## src/rtl/keypad_uart_tx.sv

```systemverilog
// Switch-keypad to UART sender: debounced send/EOL buttons, decimal or hex
// character map, hold-to-repeat, a small character FIFO and an 8N1 serializer.
module keypad_uart_tx #(
  parameter int CLKS_PER_BIT = 5208,
  parameter int DEB_CYCLES   = 500000,
  parameter int FIFO_DEPTH   = 8,
  parameter int REPEAT_DELAY = 25000000,
  parameter int REPEAT_RATE  = 5000000
) (
  input  logic       sysclk,
  input  logic       rst_n,
  input  logic [3:0] sw,
  input  logic       hex_mode,
  input  logic       btn,
  input  logic       btn_eol,
  output logic       out,
  output logic       pulse,
  output logic       busy,
  output logic       fifo_full,
  output logic       dropped
);

  localparam int DEB_W   = $clog2(DEB_CYCLES + 1);
  localparam int RPT_MAX = (REPEAT_DELAY > REPEAT_RATE) ? REPEAT_DELAY : REPEAT_RATE;
  localparam int RPT_W   = $clog2(RPT_MAX + 1);
  localparam int BIT_W   = $clog2(CLKS_PER_BIT);
  localparam int AW      = $clog2(FIFO_DEPTH);

  localparam logic [DEB_W-1:0] DEB_LAST    = DEB_W'(DEB_CYCLES - 1);
  localparam logic [RPT_W-1:0] RPT_DELAY_V = RPT_W'(REPEAT_DELAY);
  localparam logic [RPT_W-1:0] RPT_RATE_V  = RPT_W'(REPEAT_RATE);
  localparam logic [BIT_W-1:0] BIT_LAST    = BIT_W'(CLKS_PER_BIT - 1);

  typedef enum logic [1:0] {IDLE, START, DATA, STOP} ser_state_t;

  // Index 0 is the send button, index 1 the line-end button.
  logic [1:0]       raw, sync1, sync2, deb, deb_q, press;
  logic [DEB_W-1:0] deb_cnt [2];

  logic [RPT_W-1:0] rpt_cnt;
  logic             rpt_fire;
  logic             pending_char, pending_cr, pending_lf;
  logic             svc_char, svc_cr, svc_lf;
  logic             char_ok, push_req, fifo_wr, fifo_pop;
  logic [7:0]       char_code, push_data;

  logic [7:0]       mem [FIFO_DEPTH];
  logic [AW:0]      wptr, rptr;
  logic             empty, full;

  ser_state_t       state, state_next;
  logic [BIT_W-1:0] clk_cnt;
  logic [2:0]       bit_idx;
  logic [7:0]       shreg;
  logic             bit_end;

  assign raw   = {btn_eol, btn};
  assign press = deb & ~deb_q;

  // A button state is accepted only after DEB_CYCLES consecutive disagreeing samples.
  always_ff @(posedge sysclk) begin
    if (!rst_n) begin
      sync1 <= '0;
      sync2 <= '0;
      deb   <= '0;
      deb_q <= '0;
      for (int i = 0; i < 2; i++) deb_cnt[i] <= '0;
    end else begin
      sync1 <= raw;
      sync2 <= sync1;
      deb_q <= deb;
      for (int i = 0; i < 2; i++) begin
        if (sync2[i] == deb[i]) begin
          deb_cnt[i] <= '0;
        end else if (deb_cnt[i] == DEB_LAST) begin
          deb[i]     <= ~deb[i];
          deb_cnt[i] <= '0;
        end else begin
          deb_cnt[i] <= deb_cnt[i] + DEB_W'(1);
        end
      end
    end
  end

  always_comb begin
    char_ok   = 1'b1;
    char_code = 8'h30 + {4'h0, sw};
    if (sw > 4'd9) begin
      if (hex_mode) begin
        char_code = 8'h37 + {4'h0, sw};
      end else if (sw == 4'hF) begin
        char_code = 8'h55;
      end else begin
        char_ok   = 1'b0;
        char_code = 8'h00;
      end
    end
  end

  // One FIFO write per cycle: char beats CR beats LF; a full FIFO still consumes the flag.
  always_comb begin
    svc_char  = pending_char;
    svc_cr    = !pending_char && pending_cr;
    svc_lf    = !pending_char && !pending_cr && pending_lf;
    push_req  = 1'b0;
    push_data = 8'h00;
    if (svc_char) begin
      push_req  = char_ok;
      push_data = char_code;
    end else if (svc_cr) begin
      push_req  = 1'b1;
      push_data = 8'h0D;
    end else if (svc_lf) begin
      push_req  = 1'b1;
      push_data = 8'h0A;
    end
    fifo_wr = push_req && (!full || fifo_pop);
  end

  assign rpt_fire = deb[0] && !press[0] && (rpt_cnt == RPT_W'(1));

  always_ff @(posedge sysclk) begin
    if (!rst_n) begin
      rpt_cnt      <= '0;
      pending_char <= 1'b0;
      pending_cr   <= 1'b0;
      pending_lf   <= 1'b0;
      dropped      <= 1'b0;
    end else begin
      if (press[0])                  rpt_cnt <= RPT_DELAY_V;
      else if (!deb[0])              rpt_cnt <= '0;
      else if (rpt_cnt == RPT_W'(1)) rpt_cnt <= RPT_RATE_V;
      else if (rpt_cnt != '0)        rpt_cnt <= rpt_cnt - RPT_W'(1);
      pending_char <= press[0] | rpt_fire | (pending_char & ~svc_char);
      pending_cr   <= press[1] | (pending_cr & ~svc_cr);
      pending_lf   <= press[1] | (pending_lf & ~svc_lf);
      dropped      <= push_req && full && !fifo_pop;
    end
  end

  assign empty     = (wptr == rptr);
  assign full      = (wptr[AW] != rptr[AW]) && (wptr[AW-1:0] == rptr[AW-1:0]);
  assign fifo_full = full;

  always_ff @(posedge sysclk) begin
    if (fifo_wr) mem[wptr[AW-1:0]] <= push_data;
  end

  always_ff @(posedge sysclk) begin
    if (!rst_n) begin
      wptr <= '0;
      rptr <= '0;
    end else begin
      if (fifo_wr)  wptr <= wptr + (AW+1)'(1);
      if (fifo_pop) rptr <= rptr + (AW+1)'(1);
    end
  end

  assign bit_end = (clk_cnt == BIT_LAST);

  always_ff @(posedge sysclk) begin
    if (!rst_n) state <= IDLE;
    else        state <= state_next;
  end

  // STOP chains straight into START when more data waits, keeping frames contiguous.
  always_comb begin
    state_next = state;
    fifo_pop   = 1'b0;
    case (state)
      IDLE: begin
        if (!empty) begin
          fifo_pop   = 1'b1;
          state_next = START;
        end
      end
      START: if (bit_end) state_next = DATA;
      DATA:  if (bit_end && bit_idx == 3'd7) state_next = STOP;
      STOP: begin
        if (bit_end) begin
          if (!empty) begin
            fifo_pop   = 1'b1;
            state_next = START;
          end else begin
            state_next = IDLE;
          end
        end
      end
      default: state_next = IDLE;
    endcase
  end

  always_ff @(posedge sysclk) begin
    if (!rst_n) begin
      clk_cnt <= '0;
      bit_idx <= '0;
      shreg   <= '0;
    end else begin
      if (fifo_pop) shreg <= mem[rptr[AW-1:0]];
      if (state == IDLE || bit_end) clk_cnt <= '0;
      else                          clk_cnt <= clk_cnt + BIT_W'(1);
      if (state != DATA)            bit_idx <= '0;
      else if (bit_end)             bit_idx <= bit_idx + 3'd1;
    end
  end

  always_comb begin
    busy  = (state != IDLE);
    pulse = (state != IDLE) && (clk_cnt == '0);
    case (state)
      START:   out = 1'b0;
      DATA:    out = shreg[bit_idx];
      default: out = 1'b1;
    endcase
  end

endmodule

```

## config.mk

```make
export PLATFORM = sky130hd
export DESIGN_NAME = keypad_uart_tx
export DESIGN_NICKNAME = d
export VERILOG_FILES = /design/src/rtl/keypad_uart_tx.sv
export SDC_FILE = /design/constraint.sdc
export NUM_CORES = 1
export LEC_CHECK = 0
export CAP_MARGIN = 10
export CORE_UTILIZATION = 63
export CTS_BUF_LIST = sky130_fd_sc_hd__clkbuf_16
export DETAILED_ROUTE_END_ITERATION = 6
export DONT_BUFFER_PORTS = 1
export PLACE_DENSITY = 0.79
export RECOVER_POWER = 100
export SYNTH_ARGS = -nofsm -noshare
export SYNTH_HDL_FRONTEND = slang
export SYNTH_SLANG_ARGS = --single-unit
```

## constraint.sdc

```tcl
create_clock -name sysclk -period 4.15 [get_ports sysclk]
set_input_delay 0.83 -clock sysclk [delete_from_list [all_inputs] [get_ports sysclk]]
set_output_delay 0.83 -clock sysclk [all_outputs]
set_load 0.02 [all_outputs]
```

==> impl_metrics.json <==
{
  "grtUsageTotal_pct": 24.9,
  "ctsLongestPathBuffers": 2,
  "cp-end-kind": "flop",
  "critPathCapture": "mem[4][6]",
  "async_reset_ff_share_pct": 0,
  "ys_seq_area_share_pct": 54.9,
  "die_w_um": 113,
  "utilization_pct": 73.5,
  "worst_setup_path_start_kind": "flop",
  "synth-seq-cells": 164,
  "reg2reg_slack_ns": 0.60,
  "initial_core_util_pct": 66.0,
  "synthDistinctLibCells": 56,
  "critical_path_class": "flop to flop",
  "fill_cells": 766,
  "slew_headroom_pct": 26.1,
  "cts_setup_buffers": 0,
  "synth_area_mm2": 0.00769,
  "grt_pass1_vias": 5149,
  "synth_edf_count": 94,
  "viasPerCell": 5.89,
  "vias": 5228,
  "hold_viol_final": 0,
  "p_leak_nw": 3.15,
  "yosysWarningCount": 0,
  "grt_max_degree": 46,
  "drive_gt1_share_pct": 8.19,
  "finalCriticalPeriod_ns": 3.55,
  "rsz0062_at_grt": "false",
  "r2r-start": "clk_cnt[9]",
  "fin_crit_sh_pct": 85.5,
  "wl_um": 14500,
  "cts_buffers": 17,
  "outcome": "completed",
  "hold_ws_ns": 0.438,
  "power_density_mw_per_mm2": 420,
  "cts_resized": 0,
  "io_pins": 14,
  "drv_cap": 0,
  "ys.flop_type": "edfxtp_1",
  "nets": 759,
  "yosysTopAreaCell": "edfxtp_1",
  "drt_first_iter_violations": 364,
  "diodes": 0,
  "setup_tns_ns": 0,
  "cts_hold_buf": 0,
  "startpoint": "clk_cnt[9]",
  "die_area_mm2": 0.0127,
  "yosys-top-cells-area": "edfxtp_1, dfxtp_1, xor2_1, mux4_2, nor2_1",
  "syn_to_final_growth_pct": 11.5,
  "place_congestion": 0.869,
  "die_h_um": 113,
  "clk_latency_ns": 0.42,
  "dp_hpwl_um": 9800,
  "grt_first_pass_wirelength_um": 24300,
  "postRouteAntennaNets": 0,
  "tightestPinTransition_ns": 1.10,
  "synth.top_cell.area_share_pct": 36.7,
  "avgSynthCellArea_um2": 11.1,
  "crit_fanout": 7,
  "r2r-end": "mem[4][6]",
  "clock-sinks": 164,
  "reg2regPathDepth": 5,
  "path_clk_slew_ns": 0.06,
  "crit_required_ns": 4.19,
  "hold_path_class": "flop to flop",
  "worstPathArrival_ns": 3.59,
  "drv_slew": 0,
  "fp.coreArea_mm2": 0.0117,
  "finalClockSkew_ns": 0.00819,
  "antenna_found_initial": 0,
  "gr-total-overflow": 0,
  "cts_max_level": 4,
  "wire_per_inst_um": 16.3,
  "cts_tree": "done",
  "ir_worst_vdd_v": 0.000413,
  "io_buffers": 0,
  "synthCells": 691,
  "drc": 0,
  "max_freq_mhz": 282,
  "finalSetupViolCount": 0,
  "rows": 39,
  "dr.pass1.iters": 5,
  "root_buffer": "clkbuf_16",
  "p_total_w": 0.00360
}
==> cell families after synthesis <==
kind of cell,synth area share [%]
xor gates and xnor gates,7.51
AOI/OAI and AO/OA,6.41
buffers and inverters,2.28
muxes,6.59
and+or+nand+nor,19.3
other,0.0487
DFF,54.9
adders and majority gates,2.93
==> report_power, final <==
group / internal, W / total, W / switching [W]
Sequential: 0.00173 / 0.00175 / 0.0000231
Combinational: 0.0000524 / 0.000129 / 0.0000762
Clock: 0.00107 / 0.00172 / 0.000644
==> worst min path at each step <==
stage	from	end	slack, ns	cells after the start
detailed placement	sync1[1]	sync2[1]	0.43	1
finish	sync1[1]	sync2[1]	0.44	1
CTS	sync1[1]	sync2[1]	0.44	1
global placement	sync1[0]	sync2[0]	0.42	1
floorplan	sync1[0]	sync2[0]	0.41	1
global route	sync1[1]	sync2[1]	0.45	1
==> final cells by class <==
class,instances,area (µm²),share of cell area (%)
Sequential cell,164,4220,49.3
Inverter,20,75.1,0.875
Clock buffer,17,425,4.96
Tap cell,143,179,2.09
Timing Repair Buffer,8,41.3,0.481
Multi-Input combinational cell,521,3400,39.7
Clock inverter,15,226,2.64
==> worst max-delay path: stages, from the launching register on <==
cell and delay (ns):
dfxtp_1 0.34, or4_1 0.60, or4_1 0.70, o221ai_1 0.46
nand2_1 0.26, nor3_1 0.82
==> synthesized netlist by cell type, types with 5 or more instances <==
cell type and number:
mux4_2 15, dfxtp_1 70, nor2_1 79, edfxtp_1 94, nor4_1 9, clkbuf_1 16
and4_1 7, and2_1 10, nand2_1 50, nor3_1 23, or4_1 5, xnor2_1 27
or3_1 11, o31ai_1 5, nand4_1 15, nand2b_1 13, and3_1 7, ha_1 18
nand3_1 40, mux2i_1 9, inv_1 20, nor2b_1 5, a21oi_1 12, xor2_1 39
o21ai_0 32, mux2_2 7
==> cell usage in the layout (no fill, tap or decap), drive strengths merged, types with 18 or more instances in the layout <==
cell type and count:
edfxtp 94, nor2 79, dfxtp 70, nand2 51
nand3 40, xor2 39, conb 38, o21ai 32
xnor2 27, inv 26, nor3 23, clkbuf 22
ha 18
==> sequential cells by signal, indices dropped and copies added, names as in the netlist, 3 cells and up <==
name     cells
bit_idx      3
rptr         4
mem         56
clk_cnt     13
shreg        7
rpt_cnt     25
deb_cnt     38
wptr         4
==> per-stage QoR <==
stage,cells,worst slack (ns),cell area [µm²]
after global placement,856,1.00,7970
after CTS,888,0.845,8620
final,888,0.601,8580
after detailed placement,856,0.887,7970
after global routing,888,0.452,8580
after floorplan,728,1.06,7830
==> per-layer routing <==
metal  global-route usage [%]  routed length (µm)  vias to the layer above
li1                         -                   -                     2558
met1                     31.7                6440                     2554
met2                     41.3                7250                       92
met3                     5.56                 472                       24
met4                     10.4                 299                        0
met5                        0                   0                        -
Power figures use the tool's default switching activity.
